<file path="config.mk">
export PLATFORM = sky130hd
export DESIGN_NAME = ray_setup_flat
export DESIGN_NICKNAME = d
export VERILOG_FILES = /design/src/rtl/ray_setup_if.sv /design/src/rtl/ray_setup.sv /design/src/flat_wrapper.sv
export SDC_FILE = /design/constraint.sdc
export NUM_CORES = 1
export LEC_CHECK = 0
export ABC_AREA = 1
export CAP_MARGIN = 15
export CELL_PAD_IN_SITES_DETAIL_PLACEMENT = 1
export CELL_PAD_IN_SITES_GLOBAL_PLACEMENT = 2
export CORE_MARGIN = 4
export CORE_UTILIZATION = 27
export CTS_CLUSTER_SIZE = 24
export DETAILED_ROUTE_END_ITERATION = 16
export PLACE_DENSITY_LB_ADDON = 0.1
export SLEW_MARGIN = 20
export SYNTH_ARGS = -nofsm -noshare
export SYNTH_HDL_FRONTEND = slang
export SYNTH_SLANG_ARGS = --single-unit
</file>
<file path="constraint.sdc">
create_clock -name sysclk -period 5.8 [get_ports sysclk]
set_input_delay 1.16 -clock sysclk [delete_from_list [all_inputs] [get_ports sysclk]]
set_output_delay 1.16 -clock sysclk [all_outputs]
set_load 0.03 [all_outputs]
</file>
<file path="src/rtl/ray_setup_if.sv">
// ray_setup_if -- handshake/data bundle between a ray producer and ray_setup.
//   in_valid / in_ready : input ray handshake
//   in_orig, in_dir     : vec3 origin / direction, index 0 = x, 1 = y, 2 = z
//   in_tmin, in_tmax    : requested t-range
//   out_valid/out_ready : result handshake
//   ray_orig            : registered origin
//   inv_ray_dir         : per-component fixed-point reciprocal of in_dir
//   range_out           : starting range, index 0 = min, 1 = max
// Modports: master = ray producer / result consumer side, slave = ray_setup.
interface ray_setup_if #(
  parameter int W = 24
) ();
  logic                in_valid;
  logic                in_ready;
  logic [2:0][W-1:0]   in_orig;
  logic [2:0][W-1:0]   in_dir;
  logic [W-1:0]        in_tmin;
  logic [W-1:0]        in_tmax;
  logic                out_valid;
  logic                out_ready;
  logic [2:0][W-1:0]   ray_orig;
  logic [2:0][W-1:0]   inv_ray_dir;
  logic [1:0][W-1:0]   range_out;

  modport master (
    output in_valid, in_orig, in_dir, in_tmin, in_tmax, out_ready,
    input  in_ready, out_valid, ray_orig, inv_ray_dir, range_out
  );

  modport slave (
    input  in_valid, in_orig, in_dir, in_tmin, in_tmax, out_ready,
    output in_ready, out_valid, ray_orig, inv_ray_dir, range_out
  );
endinterface

</file>
<file path="src/rtl/ray_setup.sv">
// ray_setup -- front end of the traversal datapath.
// Accepts one ray (origin, direction, t-range), computes the fixed-point
// reciprocal of each direction component with a sequential restoring divider
// (2^(2*FRAC_BITS) / |d|, one quotient bit per cycle, x then y then z) and
// presents origin, reciprocal direction and clipped range on a valid/ready
// handshake. One ray in flight; latency 3*(2*FRAC_BITS+1)+1 edges, fixed.
// Ports:
//   sysclk   : clock, rising edge
//   rst      : synchronous reset, active high
//   bus      : ray_setup_if.slave (input ray handshake + result handshake)
//   dir_sign : (only with RAY_SETUP_DIRSIGN_EN) per-axis sign of in_dir,
//              bit0 = x, bit1 = y, bit2 = z, 1 = negative
// Optional feature macro: RAY_SETUP_DIRSIGN_EN.
module ray_setup #(
  parameter int W         = 24,
  parameter int FRAC_BITS = 12
) (
  input  logic       sysclk,
  input  logic       rst,
`ifdef RAY_SETUP_DIRSIGN_EN
  output logic [2:0] dir_sign,
`endif
  ray_setup_if.slave bus
);

  localparam int QW   = 2 * FRAC_BITS + 1;            // quotient bits per axis
  localparam int CW   = $clog2(QW);
  localparam int CMPW = (QW > W) ? QW : W;
  localparam logic [CW-1:0] LAST_CNT = CW'(QW - 1);
  localparam logic [W-1:0]  SAT_MAX  = {1'b0, {(W-1){1'b1}}};

  typedef enum logic [1:0] {
    IDLE = 2'd0,
    DIV  = 2'd1,
    DONE = 2'd2
  } state_e;

  state_e            state_q;
  logic              in_ready_q;
  logic              out_valid_q;
  logic [2:0][W-1:0] orig_q;
  logic [2:0][W-1:0] dir_q;
  logic [2:0][W-1:0] inv_q;
  logic [1:0][W-1:0] range_q;
  logic [1:0]        axis_q;
  logic [CW-1:0]     cnt_q;
  logic [W-1:0]      rem_q;
  logic [QW-2:0]     quo_q;
  logic              last_q;    // z written, next edge enters DONE
`ifdef RAY_SETUP_DIRSIGN_EN
  logic [2:0]        dir_sign_q;
`endif

  logic [W-1:0]      cur_dir_s;
  logic              dir_neg_s;
  logic              dir_zero_s;
  logic [W-1:0]      mag_s;
  logic [W:0]        trial_s;
  logic [W:0]        diff_s;
  logic              qbit_s;
  logic [W-1:0]      rem_d;
  logic [QW-1:0]     quo_full_s;
  logic [QW-2:0]     quo_d;
  logic [CMPW-1:0]   quo_ext_s;
  logic [W-1:0]      mag_sat_s;
  logic [W-1:0]      result_s;

  // One restoring-division step for the current axis plus the signed, saturated result.
  always_comb begin
    cur_dir_s = dir_q[0];
    case (axis_q)
      2'd0:    cur_dir_s = dir_q[0];
      2'd1:    cur_dir_s = dir_q[1];
      2'd2:    cur_dir_s = dir_q[2];
      default: cur_dir_s = dir_q[0];
    endcase
    dir_neg_s  = cur_dir_s[W-1];
    dir_zero_s = (cur_dir_s == {W{1'b0}});
    // -(2^(W-1)) wraps to itself, which read unsigned is exactly 2^(W-1)
    if (dir_neg_s) begin
      mag_s = -cur_dir_s;
    end else begin
      mag_s = cur_dir_s;
    end
    // The dividend is a single 1 at its MSB, so only the first step shifts in a 1
    trial_s = {rem_q, (cnt_q == {CW{1'b0}})};
    diff_s  = trial_s - {1'b0, mag_s};
    // trial < 2*|d|, so bit W of the difference is a clean borrow flag
    qbit_s  = ~diff_s[W];
    if (qbit_s) begin
      rem_d = diff_s[W-1:0];
    end else begin
      rem_d = trial_s[W-1:0];
    end
    quo_full_s = {quo_q, qbit_s};
    quo_d      = quo_full_s[QW-2:0];
    quo_ext_s  = CMPW'(quo_full_s);
    if (quo_ext_s > CMPW'(SAT_MAX)) begin
      mag_sat_s = SAT_MAX;
    end else begin
      mag_sat_s = quo_ext_s[W-1:0];
    end
    // Division by zero still ran its cycles; its quotient is replaced here
    if (dir_zero_s) begin
      result_s = SAT_MAX;
    end else if (dir_neg_s) begin
      result_s = -mag_sat_s;
    end else begin
      result_s = mag_sat_s;
    end
  end

  // Control FSM, divider state and all registered outputs.
  always_ff @(posedge sysclk) begin
    if (rst) begin
      state_q     <= IDLE;
      in_ready_q  <= 1'b0;
      out_valid_q <= 1'b0;
      orig_q      <= '0;
      dir_q       <= '0;
      inv_q       <= '0;
      range_q     <= '0;
      axis_q      <= 2'd0;
      cnt_q       <= {CW{1'b0}};
      rem_q       <= {W{1'b0}};
      quo_q       <= '0;
      last_q      <= 1'b0;
`ifdef RAY_SETUP_DIRSIGN_EN
      dir_sign_q  <= 3'b000;
`endif
    end else begin
      case (state_q)
        IDLE: begin
          if (bus.in_valid && in_ready_q) begin
            orig_q     <= bus.in_orig;
            dir_q      <= bus.in_dir;
            range_q[0] <= bus.in_tmin[W-1] ? {W{1'b0}} : bus.in_tmin;
            range_q[1] <= bus.in_tmax;
            axis_q     <= 2'd0;
            cnt_q      <= {CW{1'b0}};
            rem_q      <= {W{1'b0}};
            quo_q      <= '0;
            last_q     <= 1'b0;
            in_ready_q <= 1'b0;
            state_q    <= DIV;
          end else begin
            in_ready_q <= 1'b1;
          end
        end
        DIV: begin
          if (last_q) begin
            out_valid_q <= 1'b1;
            state_q     <= DONE;
          end else if (cnt_q == LAST_CNT) begin
            case (axis_q)
              2'd0:    inv_q[0] <= result_s;
              2'd1:    inv_q[1] <= result_s;
              default: inv_q[2] <= result_s;
            endcase
`ifdef RAY_SETUP_DIRSIGN_EN
            case (axis_q)
              2'd0:    dir_sign_q[0] <= dir_neg_s;
              2'd1:    dir_sign_q[1] <= dir_neg_s;
              default: dir_sign_q[2] <= dir_neg_s;
            endcase
`endif
            cnt_q <= {CW{1'b0}};
            rem_q <= {W{1'b0}};
            quo_q <= '0;
            if (axis_q == 2'd2) begin
              last_q <= 1'b1;
            end else begin
              axis_q <= axis_q + 2'd1;
            end
          end else begin
            rem_q <= rem_d;
            quo_q <= quo_d;
            cnt_q <= cnt_q + {{(CW-1){1'b0}}, 1'b1};
          end
        end
        DONE: begin
          if (bus.out_ready) begin
            out_valid_q <= 1'b0;
            in_ready_q  <= 1'b1;
            state_q     <= IDLE;
          end else begin
            out_valid_q <= 1'b1;
          end
        end
        default: begin
          state_q     <= IDLE;
          in_ready_q  <= 1'b0;
          out_valid_q <= 1'b0;
        end
      endcase
    end
  end

  assign bus.in_ready    = in_ready_q;
  assign bus.out_valid   = out_valid_q;
  assign bus.ray_orig    = orig_q;
  assign bus.inv_ray_dir = inv_q;
  assign bus.range_out   = range_q;
`ifdef RAY_SETUP_DIRSIGN_EN
  assign dir_sign = dir_sign_q;
`endif

endmodule

</file>
<file path="src/flat_wrapper.sv">
// flat-port wrapper written by rule: the top's interface ports become plain ports
module ray_setup_flat 
#(
  parameter int W         = 24,
  parameter int FRAC_BITS = 12
)
  (sysclk, rst, bus_in_valid, bus_in_orig, bus_in_dir, bus_in_tmin, bus_in_tmax, bus_out_ready, bus_in_ready, bus_out_valid, bus_ray_orig, bus_inv_ray_dir, bus_range_out);
  ray_setup_if #(.W(W)) bus_i ();
  input  logic sysclk;
  input  logic rst;
  input wire logic [$bits(bus_i.in_valid)-1:0] bus_in_valid;
  input wire logic [$bits(bus_i.in_orig)-1:0] bus_in_orig;
  input wire logic [$bits(bus_i.in_dir)-1:0] bus_in_dir;
  input wire logic [$bits(bus_i.in_tmin)-1:0] bus_in_tmin;
  input wire logic [$bits(bus_i.in_tmax)-1:0] bus_in_tmax;
  input wire logic [$bits(bus_i.out_ready)-1:0] bus_out_ready;
  output wire logic [$bits(bus_i.in_ready)-1:0] bus_in_ready;
  output wire logic [$bits(bus_i.out_valid)-1:0] bus_out_valid;
  output wire logic [$bits(bus_i.ray_orig)-1:0] bus_ray_orig;
  output wire logic [$bits(bus_i.inv_ray_dir)-1:0] bus_inv_ray_dir;
  output wire logic [$bits(bus_i.range_out)-1:0] bus_range_out;
  assign bus_i.in_valid = bus_in_valid;
  assign bus_i.in_orig = bus_in_orig;
  assign bus_i.in_dir = bus_in_dir;
  assign bus_i.in_tmin = bus_in_tmin;
  assign bus_i.in_tmax = bus_in_tmax;
  assign bus_i.out_ready = bus_out_ready;
  assign bus_in_ready = bus_i.in_ready;
  assign bus_out_valid = bus_i.out_valid;
  assign bus_ray_orig = bus_i.ray_orig;
  assign bus_inv_ray_dir = bus_i.inv_ray_dir;
  assign bus_range_out = bus_i.range_out;
  ray_setup #(.W(W), .FRAC_BITS(FRAC_BITS)) u_core (.sysclk(sysclk), .rst(rst), .bus(bus_i));
endmodule
</file>
==> reports/results.tsv, run 1 <==
stage	metric	value	unit
status	outcome	finished clean	
setup_path	WP data arrival	5710	ps
route	DRC viols	0	
cells_and_area	nets	2686	
synth	most numerous cell in the Yosys netlist	nor2_1	
timing	Worst-Margin Slew	1020	ps
power_and_ir_drop	combinational share of power	50.4	%
global_route	first-pass GRT wire length	96.2	mm
setup_path	CP delay by family, top	simple AND/OR/NAND/NOR gates	
synth	EDFF count, synth	0	
clock_tree	clock root cell	clkbuf_16	
route	via count	15300	
global_route	vias in the first global route	16000	
floorplanning	initial core utilization	27.4	%
clock_tree	CTS clk-pin slew, worst paths	60	ps
setup_path	CP required	6250	ps
clock_tree	worst skew pair latency	570	ps
timing	final setup fails	0	
worst_hold_path	HP Start	u_core.dir_q[22]	
setup_path	FF-to-FF End	u_core.bus.inv_ray_dir[64]	
synth	Synth top area share	42.6	%
setup_path	Crit-path slowest cell	dfxtp_1	
place	GPL Wtd Cong	0.832	
cells_and_area	layout cells sized above 1	7.32	%
global_route	largest net degree at the start of global routing	128	
setup_path	Worst path most repeated cell	nand2_2	
setup_path	worst setup path start	u_core.axis_q[0]	
route	Avg Vias per Cell	4.73	
clock_tree	CTS tree	built	
timing	final worst path period share	90.7	%
worst_hold_path	Worst Hold Depth	2	
timing	final hold vios	0	
setup_path	Setup CP Type	reg -> reg	
power_and_ir_drop	internal power	5.93	mW
worst_hold_path	Hold WC Path Type	reg -> reg	
global_route	total congestion overflow	0	
place	post-DP HPWL	46.8	mm
cells_and_area	synthesis-to-layout area growth	40.1	%
synth	Post-synth top cells	nor2_1 (425), dfxtp_1 (323), o21ai_0 (259)	
power_and_ir_drop	Leakage	8.97	nW
clock_tree	Hold-fix buffers, CTS	0	
route	DR pass1 iterations	5	
clock_tree	clock buffer count from CTS	42	
setup_path	Crit path depth	34	
cells_and_area	final core occ	38.4	%
route	final wirelength	63.2	mm
power_and_ir_drop	Psw	4.83	mW
floorplanning	Die Wd	245	µm
power_and_ir_drop	VDD IR-drop max	283	µV
setup_path	Startpoint Class	flop	
clock_tree	Bufs on Longest Clock Path	3	
global_route	total track usage	20.4	%
clock_tree	htree depth	2	
setup_path	r2r worst-path depth	34	
cells_and_area	Fillers	6787	
floorplanning	Core ar.	55300	µm²
synth	fraction of registers with async set/reset	0	%
floorplanning	Site Rows	86	
setup_path	launch point of the worst reg-to-reg path	u_core.axis_q[0]	
synth	Post-Synthesis Cells	2118	
power_and_ir_drop	Flop pwr share	24.6	%
setup_path	register-to-register setup slack	540	ps
global_route	initial antenna violation count	19	
timing	Tmin final	5260	ps
worst_hold_path	Hold Path Sink	u_core.dir_q[22]	
timing	Worst Skew	13.9	ps
power_and_ir_drop	switch share	44.9	%
place	Port-buffer cells	388	
setup_path	Worst Path Buf+Inv	3	
synth	Synth area leaders	dfxtp_1 (43%), nor2_1 (11%), o21ai_0 (8.5%)	
synth	Synth warnings	0	
clock_tree	Clock Sink Count	323	
synth	library cells used by synthesis	49	
cells_and_area	non-filler cells, final	3238	
setup_path	CP peak stage delay	340	ps
floorplanning	IO Pins	390	
synth	Mapped Nets	2350	
synth	Synth Cell Area	15200	µm²
synth	Mean Syn Cell Area	7.16	µm²
timing	normalized max-slew margin	31.7	%
route	Starting DRT DRC Count	682	
route	ANT nets after route	0	
synth	synthesized flop and latch total	323	
flow_run	maxcap violations	0	
timing	f_max	0.190	GHz
floorplanning	die area	60000	µm²
setup_path	crit end category	flop	
power_and_ir_drop	Total Power	10.8	mW
route	wire per inst	19.5	µm
floorplanning	die height	245	µm
place	Cell Count Post-Placement	3148	
power_and_ir_drop	power share of the clock group	25.0	%
synth	sequential element share of the synthesized area	42.6	%
power_and_ir_drop	PwrDens	506	nW/µm²
synth	largest area contributor in the netlist	dfxtp_1	
timing	max-slew violations	0	
synth	Most used DFF post-synth	dfxtp_1	
setup_path	CP max FO	14	
==> final cells by class <==
cell class | count | area (µm²) | area share, %
Multi-Input combinational cell | 1443 | 7400 | 34.9
Tap cell | 748 | 936 | 4.41
Inverter | 228 | 880 | 4.14
Timing Repair Buffer | 416 | 4120 | 19.4
Antenna cell | 4 | 10.0 | 0.0471
Sequential cell | 323 | 6470 | 30.4
Clock inverter | 17 | 204 | 0.960
Clock buffer | 59 | 1220 | 5.77
==> what timing repair did <==
item / 4_1_cts / 5_1_grt
endpoints found under the setup margin: 0 / 27
gates resized for setup: 0 / 34
buffers inserted: 0 / 10
==> registers in the layout, indices dropped and copies added, names as in the netlist <==
| register | flops |
|---|---|
| u_core.bus.inv_ray_dir | 72 |
| u_core.bus.ray_orig | 72 |
| u_core.dir_q | 72 |
| u_core.bus.range_out | 47 |
| u_core.quo_q | 24 |
| u_core.rem_q | 24 |
| u_core.cnt_q | 5 |
| u_core.axis_q | 2 |
| u_core.state_q | 2 |
| u_core.bus.in_ready | 1 |
| u_core.bus.out_valid | 1 |
| u_core.last_q | 1 |
==> stage by stage <==
step           setup TNS [ps]  setup slack (ps)  cell area, µm²  hold slack [ps]
3_5_place_dp                0               275           19600              448
6_report                    0               541           21200              454
2_1_floorplan               0               956           15200              425
3_3_place_gp                0               510           19600              440
4_1_cts                     0               228           21000              457
5_1_grt                 -48.7             -17.6           21200              471
==> cell usage in the layout (no fill, tap or decap), types with 23 or more instances in the layout <==
cell type and n:
a21oi_1 147, a22oi_1 24, buf_4 27, clkbuf_16 42
clkdlybuf4s50_1 387, dfxtp_1 323, ha_1 30, inv_1 216
nand2_1 241, nand3_1 67, nand4_1 26, nor2_1 422
o21ai_0 257, o21ai_1 23, xor2_1 25
==> power groups by stage <==
stage / sequential (mW) / clock (mW) / combinational [mW]
2_1_floorplan: 3.01 / 0 / 3.19
3_3_place_gp: 2.68 / 0 / 5.15
3_5_place_dp: 2.69 / 0 / 5.19
4_1_cts: 2.65 / 2.77 / 5.21
5_1_grt: 2.68 / 2.86 / 6.03
6_report: 2.65 / 2.69 / 5.42
==> cell families (layout without fill, tap and decap cells) <==
kind of cell | Yosys count | in the layout | share of synthesized area [%]
other cells | 1 | 5 | 0.0247
flops | 323 | 323 | 42.6
buf+inv | 352 | 720 | 9.32
simple gates | 830 | 830 | 23.4
compound gates | 537 | 537 | 19.4
fa+ha+maj | 36 | 36 | 3.02
xor+xnor | 39 | 39 | 2.25
==> worst min-delay path, cell delays in order, from the launching register on <==
cell and delay (ps):
dfxtp_1 290, inv_1 60, a21oi_1 50
==> how the worst max path moves through the flow <==
| stage | endpoint | slack [ps] |
|---|---|---|
| 3_3_place_gp | u_core.bus.inv_ray_dir[16] | 510 |
| 6_report | u_core.bus.inv_ray_dir[64] | 540 |
| 4_1_cts | u_core.bus.inv_ray_dir[38] | 230 |
| 5_1_grt | u_core.bus.inv_ray_dir[16] | -20 |
| 3_5_place_dp | u_core.bus.inv_ray_dir[38] | 280 |
| 2_1_floorplan | u_core.bus.inv_ray_dir[16] | 960 |
==> layer usage <==
metal	routed length [µm]	track usage, %	part of all wire [%]	up-vias
li1	-	-	-	7574
met1	26900	24.3	43	7294
met2	29800	34.8	47	308
met3	4950	7.79	7.8	98
met4	1340	4.98	2.1	30
met5	194	0	0.31	-
Power figures use the tool's default switching activity.
==> run 2, diff against run 1 <==
ABC_AREA = not set   (was 1)
CORE_UTILIZATION = 28   (was 27)
==> run 2 against run 1 <==
  * Clock-buffer cell count fell by 1
  * Hold slack got worse by 1.7 ps
  * Non-clock buffer count rose by 58
  * Critical path depth fell by 5
  * Design area rose by 0.19%
  * Clock skew rose by 4.9 ps
  * Highest routed layer unchanged
==> reports/results.tsv, run 2 <==
stage	metric	value	unit	change
cells_and_area	Fillers	6034		was 6787
setup_path	crit end category	flop		unchanged
route	DR pass1 iterations	5		unchanged
clock_tree	htree depth	2		unchanged
synth	Synth Cell Area	14700	µm²	was 15200 µm²
global_route	most used routing layer	met2		unchanged
cells_and_area	non-filler cells, final	2937		was 3238
timing	f_max	0.175	GHz	was 0.190 GHz
cells_and_area	commonest cells after routing, fill and taps aside	nand2_1 (408), clkdlybuf4s50_1 (387), dfxtp_1 (321)		was nor2_1 (422), clkdlybuf4s50_1 (387), dfxtp_1 (323)
route	Starting DRT DRC Count	768		was 682
clock_tree	CTS clk-pin slew, worst paths	60	ps	about the same
place	Port-buffer cells	388		unchanged
setup_path	CP required	6270	ps	was 6250 ps
synth	fraction of registers with async set/reset	0	%	unchanged
timing	setup tns final	0	ps	unchanged
route	wire per inst	20.6	µm	was 19.5 µm
route	DRC viols	0		unchanged
timing	final setup fails	0		unchanged
timing	Worst Skew	18.7	ps	was 13.9 ps
status	outcome	finished clean		unchanged
setup_path	Setup CP Type	reg -> reg		unchanged
timing	Worst-Margin Slew	1130	ps	was 1020 ps
route	ANT nets after route	0		unchanged
power_and_ir_drop	Leakage	7.50	nW	was 8.97 nW
global_route	first-pass GRT wire length	91.5	mm	was 96.2 mm
clock_tree	clock buffer count from CTS	40		was 42
synth	largest area contributor in the netlist	dfxtp_1		unchanged
synth	most numerous cell in the Yosys netlist	nand2_1		was nor2_1
cells_and_area	synthesis-to-layout area growth	44.9	%	was 40.1%
floorplanning	Core ar.	51600	µm²	was 55300 µm²
route	via count	14500		was 15300
global_route	initial antenna violation count	11		was 19
floorplanning	Die Wd	237	µm	was 245 µm
route	Avg Vias per Cell	4.95		was 4.73
synth	Post-Synthesis Cells	1840		was 2118
timing	final worst path period share	98.6	%	was 90.7%
floorplanning	die area	56200	µm²	was 60000 µm²
synth	Most used DFF post-synth	dfxtp_1		unchanged
setup_path	CP peak stage delay	470	ps	was 340 ps
clock_tree	worst skew pair latency	560	ps	was 570 ps
global_route	largest net degree at the start of global routing	209		was 128
timing	RSZ-0062 raised after global routing	yes		
floorplanning	die height	237	µm	was 245 µm
synth	Synth warnings	0		unchanged
clock_tree	CTS tree	built		unchanged
global_route	total congestion overflow	0		unchanged
global_route	vias in the first global route	15200		was 16000
timing	max-slew violations	0		unchanged
global_route	met1 global-route usage	24.6	%	was 24.3%
setup_path	CP max FO	17		was 14
timing	normalized max-slew margin	24.6	%	was 31.7%
synth	Mapped Nets	2072		was 2350
floorplanning	Site Rows	83		was 86
synth	Synth top area share	44.0	%	was 42.6%
synth	Synth area leaders	dfxtp_1 (44%), nand2_1 (11%), a21oi_1 (9.1%)		was dfxtp_1 (43%), nor2_1 (11%), o21ai_0 (8.5%)
worst_hold_path	Hold WC Path Type	reg -> reg		unchanged
power_and_ir_drop	PwrDens	400	nW/µm²	was 506 nW/µm²
flow_run	maxcap violations	0		unchanged
synth	synthesized flop and latch total	323		unchanged
place	Cell Count Post-Placement	2836		was 3148
synth	library cells used by synthesis	77		was 49
global_route	grt met3 use	7.10	%	was 7.79%
floorplanning	initial core utilization	28.5	%	was 27.4%
timing	final hold vios	0		unchanged
setup_path	Crit-path slowest cell	o41ai_4		was dfxtp_1
cells_and_area	nets	2454		was 2686
power_and_ir_drop	VDD IR-drop max	287	µV	was 283 µV
synth	EDFF count, synth	0		unchanged
setup_path	Startpoint Class	flop		unchanged
timing	min setup slack post-route	83.1	ps	was 541 ps
synth	Mean Syn Cell Area	7.98	µm²	was 7.16 µm²
synth	Post-synth top cells	nand2_1 (411), dfxtp_1 (323), a21oi_1 (268)		was nor2_1 (425), dfxtp_1 (323), o21ai_0 (259)
clock_tree	Clock Sink Count	323		unchanged
floorplanning	IO Pins	390		unchanged
place	post-place setup slack	-215	ps	was 275 ps
power_and_ir_drop	Total Power	8.52	mW	was 10.8 mW
place	post-DP HPWL	43.8	mm	was 46.8 mm
clock_tree	Bufs on Longest Clock Path	3		unchanged
route	final wirelength	60.5	mm	was 63.2 mm
global_route	GR Util met2	34.7	%	was 34.8%
place	GPL Wtd Cong	0.825		was 0.832
cells_and_area	layout cells sized above 1	10.9	%	was 7.32%
global_route	total track usage	20.5	%	was 20.4%
cells_and_area	commonest non-fill, non-tap cell in the layout	nand2_1		was nor2_1
synth	sequential element share of the synthesized area	44.0	%	was 42.6%
setup_path	WP data arrival	6190	ps	was 5710 ps
timing	Tmin final	5720	ps	was 5260 ps
timing	worst hold slack	452	ps	was 454 ps
clock_tree	clock root cell	clkbuf_16		unchanged
run 2: cells by family (layout without fill, tap and decap cells):
logic type | count (synthesis) | in the layout | synth area share (%)
compound gates | 502 | 502 | 21.0
xor+xnor | 51 | 51 | 3.09
fa+ha+maj | 36 | 36 | 3.12
buf+inv | 150 | 562 | 4.14
flops | 323 | 323 | 44.0
mux | 32 | 32 | 2.41
other cells | 1 | 6 | 0.0255
simple gates | 745 | 745 | 22.2
run 2: final timing paths:
| check | from | to | slack, ps | cells past startpoint |
|---|---|---|---|---|
| setup reg to reg | u_core.axis_q[1] | u_core.bus.inv_ray_dir[62] | 80 | 29 |
| hold reg to reg | u_core.bus.range_out[11] | u_core.bus.range_out[11] | 450 | 2 |
| setup / recovery | u_core.axis_q[1] | u_core.bus.inv_ray_dir[62] | 80 | 29 |
| hold / removal | u_core.bus.range_out[11] | u_core.bus.range_out[11] | 450 | 2 |
run 2: critical path, delay by kind of cell (launching register included):
kind | cells | cell delay (ps)
AO/OA/AOI/OAI | 6 | 1330
XOR/XNOR | 2 | 340
adder cells (fa/ha/maj) | 3 | 740
buffers and inverters | 5 | 710
flip-flops | 1 | 360
multiplexers | 1 | 200
AND/OR/NAND/NOR | 12 | 1940
run 2: through the flow:
step,utilization (%),instance area (µm²)
after detailed placement,37.8,19500
final,41.2,21300
after global routing,41.2,21300
after global placement,37.8,19500
after floorplan,-,14800
after CTS,40.5,20900
run 2: layer usage:
layer  vias up  share of wire (%)  wire, µm
li1       7123                  -         -
met1      7022                 42     25200
met2       291                 48     29200
met3        91                7.3      4410
met4        12                2.7      1630
met5         -               0.12        75
run 2: report_power, final:
part / total, mW / switching, mW / internal, mW
clock network: 2.51 / 1.03 / 1.47
logic: 3.50 / 2.04 / 1.46
registers: 2.51 / 0.117 / 2.39
total: 8.52 / 3.19 / 5.33
run 2: area by class of cell:
type | count | area, µm² | area share [%]
antenna | 5 | 12.5 | 0.0588
tap | 680 | 851 | 4.00
sequential | 323 | 6470 | 30.4
multi-input combinational | 1367 | 7940 | 37.3
timing repair buffer | 474 | 4630 | 21.8
clock inverter | 14 | 115 | 0.541
inverter | 16 | 65.1 | 0.306
clock buffer | 58 | 1190 | 5.59
run 2: repair_timing:
action / in CTS / in global routing
pin swaps: 7 / 33
buffers inserted: 5 / 19
gates resized for setup: 6 / 44
hold buffers: 0 / 0
setup endpoints to repair: 15 / 24
==> run 3, diff against run 2 <==
--- a/config.mk
+++ b/config.mk
@@ -10,3 +10,3 @@
 export CELL_PAD_IN_SITES_GLOBAL_PLACEMENT = 2
-export CORE_MARGIN = 4
+export CORE_MARGIN = 3
 export CORE_UTILIZATION = 28
==> constraint.sdc (replaced) <==
create_clock -name sysclk -period 5.8 [get_ports sysclk]
set_input_delay 0.58 -clock sysclk [delete_from_list [all_inputs] [get_ports sysclk]]
set_output_delay 0.58 -clock sysclk [all_outputs]
set_load 0.03 [all_outputs]
==> run 3 against run 2 <==
  * Clock power shrank 3%
  * Critical path depth shrank 1
  * Clock-buffer cell count shrank 2
  * Combinational power shrank 3%
  * Sequential power is essentially flat
  * Clock skew grew 5.5 ps
  * Wire length shrank 1.4%
  * Global-route usage grew 0.31 points
  * First-iteration DRC count shrank 3.0%
  * Via count shrank 0.59%
  * Total power shrank 2.3%
  * Worst setup slack lost 37 ps
  * Critical path type unchanged
==> reports/results.tsv, run 3 (synthesized netlist as in run 2, its figures left out) <==
stage	metric	value	unit	change
power_and_ir_drop	Psw	3.14	mW	was 3.19 mW
timing	f_max	0.174	GHz	was 0.175 GHz
timing	Worst Skew	24.3	ps	was 18.7 ps
setup_path	Startpoint Class	flop		unchanged
clock_tree	Bufs on Longest Clock Path	3		unchanged
clock_tree	htree depth	2		unchanged
route	Starting DRT DRC Count	745		was 768
floorplanning	Core ar.	51600	µm²	unchanged
route	via count	14500		about the same
route	Avg Vias per Cell	4.94		was 4.95
route	final wirelength	59.7	mm	was 60.5 mm
floorplanning	die height	235	µm	was 237 µm
setup_path	Worst setup endpoint	u_core.bus.inv_ray_dir[40]		was u_core.bus.inv_ray_dir[62]
global_route	grt met3 use	6.26	%	was 7.10%
timing	final setup fails	0		unchanged
floorplanning	IO Pins	390		unchanged
flow_run	maxcap violations	0		unchanged
clock_tree	worst skew pair latency	570	ps	was 560 ps
global_route	most used routing layer	met2		unchanged
power_and_ir_drop	power share of the clock group	29.2	%	was 29.4%
clock_tree	clock root cell	clkbuf_16		unchanged
floorplanning	Die Wd	235	µm	was 237 µm
setup_path	r2r worst-path depth	28		was 29
setup_path	worst setup path start	u_core.axis_q[1]		unchanged
clock_tree	clock buffer count from CTS	40		unchanged
setup_path	Crit-path slowest cell	o41ai_4		unchanged
status	outcome	finished clean		unchanged
route	wire per inst	20.4	µm	was 20.6 µm
timing	RSZ-0062 raised after global routing	yes		unchanged
floorplanning	die area	55200	µm²	was 56200 µm²
route	DRC viols	0		unchanged
timing	final worst path period share	99.2	%	was 98.6%
timing	Worst-Margin Slew	1140	ps	was 1130 ps
cells_and_area	Fillers	6052		was 6034
floorplanning	Site Rows	83		unchanged
global_route	total congestion overflow	0		unchanged
global_route	initial antenna violation count	8		was 11
cells_and_area	commonest cells after routing, fill and taps aside	nand2_1 (409), clkdlybuf4s50_1 (387), dfxtp_1 (321)		was nand2_1 (408), clkdlybuf4s50_1 (387), dfxtp_1 (321)
floorplanning	initial core utilization	28.5	%	unchanged
global_route	largest net degree at the start of global routing	204		was 209
cells_and_area	nets	2451		was 2454
cells_and_area	final core occ	40.9	%	was 41.2%
timing	worst hold slack	451	ps	was 452 ps
global_route	first-pass GRT wire length	91.7	mm	was 91.5 mm
route	ANT nets after route	0		unchanged
setup_path	CP peak stage delay	440	ps	was 470 ps
cells_and_area	commonest non-fill, non-tap cell in the layout	nand2_1		unchanged
route	DR pass1 iterations	5		unchanged
worst_hold_path	Hold WC Path Type	reg -> reg		unchanged
timing	setup tns final	0	ps	unchanged
timing	final hold vios	0		unchanged
power_and_ir_drop	internal power	5.19	mW	was 5.33 mW
setup_path	FF-to-FF End	u_core.bus.inv_ray_dir[40]		was u_core.bus.inv_ray_dir[62]
setup_path	launch point of the worst reg-to-reg path	u_core.axis_q[1]		unchanged
clock_tree	CTS tree	built		unchanged
cells_and_area	synthesis-to-layout area growth	43.7	%	was 44.9%
power_and_ir_drop	VDD IR-drop max	203	µV	was 287 µV
power_and_ir_drop	Leakage	7.43	nW	was 7.50 nW
place	Port-buffer cells	388		unchanged
clock_tree	Hold-fix buffers, CTS	0		unchanged
power_and_ir_drop	PwrDens	394	nW/µm²	was 400 nW/µm²
cells_and_area	layout cells sized above 1	10.5	%	was 10.9%
setup_path	register-to-register setup slack	50	ps	was 80 ps
place	GPL Wtd Cong	0.852		was 0.825
power_and_ir_drop	switch share	37.7	%	was 37.5%
clock_tree	CTS clk-pin slew, worst paths	70	ps	was 60 ps
power_and_ir_drop	combinational share of power	40.7	%	was 41.1%
global_route	met1 global-route usage	25.9	%	was 24.6%
setup_path	CP max FO	7		was 17
clock_tree	Clock Sink Count	323		unchanged
timing	Tmin final	5750	ps	was 5720 ps
setup_path	crit end category	flop		unchanged
setup_path	CP required	6210	ps	was 6270 ps
place	post-DP HPWL	43.5	mm	was 43.8 mm
global_route	GR Util met2	35.5	%	was 34.7%
timing	max-slew violations	0		unchanged
global_route	total track usage	20.8	%	was 20.5%
timing	normalized max-slew margin	24.2	%	was 24.6%
global_route	vias in the first global route	15000		was 15200
setup_path	WP data arrival	6160	ps	was 6190 ps
power_and_ir_drop	Flop pwr share	30.1	%	was 29.4%
setup_path	Setup CP Type	reg -> reg		unchanged
run 3: repair_timing:
| action | 4_1_cts | 5_1_grt |
|---|---|---|
| pin swaps | 7 | 24 |
| gates resized for setup | 4 | 37 |
| endpoints found under the setup margin | 15 | 24 |
| setup buffers | 2 | 9 |
run 3: per-stage QoR:
stage	total power [mW]	area [µm²]	worst slack (ps)	instances
after detailed placement	5.82	19600	-158	2846
final	8.32	21100	45.6	2925
after CTS	8.32	20900	5.70	2915
after global placement	5.79	19600	-41.9	2846
after global routing	8.85	21100	-321	2924
after floorplan	4.64	14800	-38.9	1840
run 3: cell type report:
class	instances	area (µm²)	area share, %
well taps	680	851	4.03
flip-flops and latches	323	6470	30.7
multi-input cells	1367	7910	37.5
clock inverters	11	88.8	0.421
repair buffers	471	4560	21.6
clock buffers	56	1160	5.50
diodes	1	2.50	0.0119
inverters	16	65.1	0.308
run 3: power groups by stage:
stage / combinational [mW] / clock, mW / sequential, mW
floorplan: 1.94 / 0 / 2.70
global placement: 3.24 / 0 / 2.55
detailed placement: 3.27 / 0 / 2.55
CTS: 3.30 / 2.51 / 2.51
global route: 3.72 / 2.60 / 2.53
finish: 3.39 / 2.43 / 2.51
run 3: routing by layer:
| metal | vias to the layer above | wire (µm) |
|---|---|---|
| li1 | 7112 | - |
| met3 | 70 | 3820 |
| met4 | 12 | 919 |
| met2 | 266 | 28600 |
| met5 | - | 69 |
| met1 | 6993 | 26300 |
run 3: critical path: cells and delay by family, from the launching register on:
| kind | cells | cell delay [ps] |
|---|---|---|
| adders and majority gates | 4 | 1000 |
| buffers and inverters | 3 | 360 |
| AOI/OAI and AO/OA | 7 | 1570 |
| xor gates and xnor gates | 2 | 310 |
| muxes | 1 | 350 |
| DFF | 1 | 390 |
| and+or+nand+nor | 11 | 1610 |
run 3: worst min-delay path by stage:
stage                               endpoint  depth (start not counted)                     start  slack, ps
finish               u_core.bus.range_out[4]                          2   u_core.bus.range_out[4]        450
global route         u_core.bus.range_out[4]                          2   u_core.bus.range_out[4]        470
CTS                  u_core.bus.ray_orig[63]                          2   u_core.bus.ray_orig[63]        460
detailed placement   u_core.bus.range_out[0]                          2   u_core.bus.range_out[0]        450
global placement    u_core.bus.range_out[18]                          2  u_core.bus.range_out[18]        440
floorplan                    u_core.dir_q[4]                          2           u_core.dir_q[4]        440
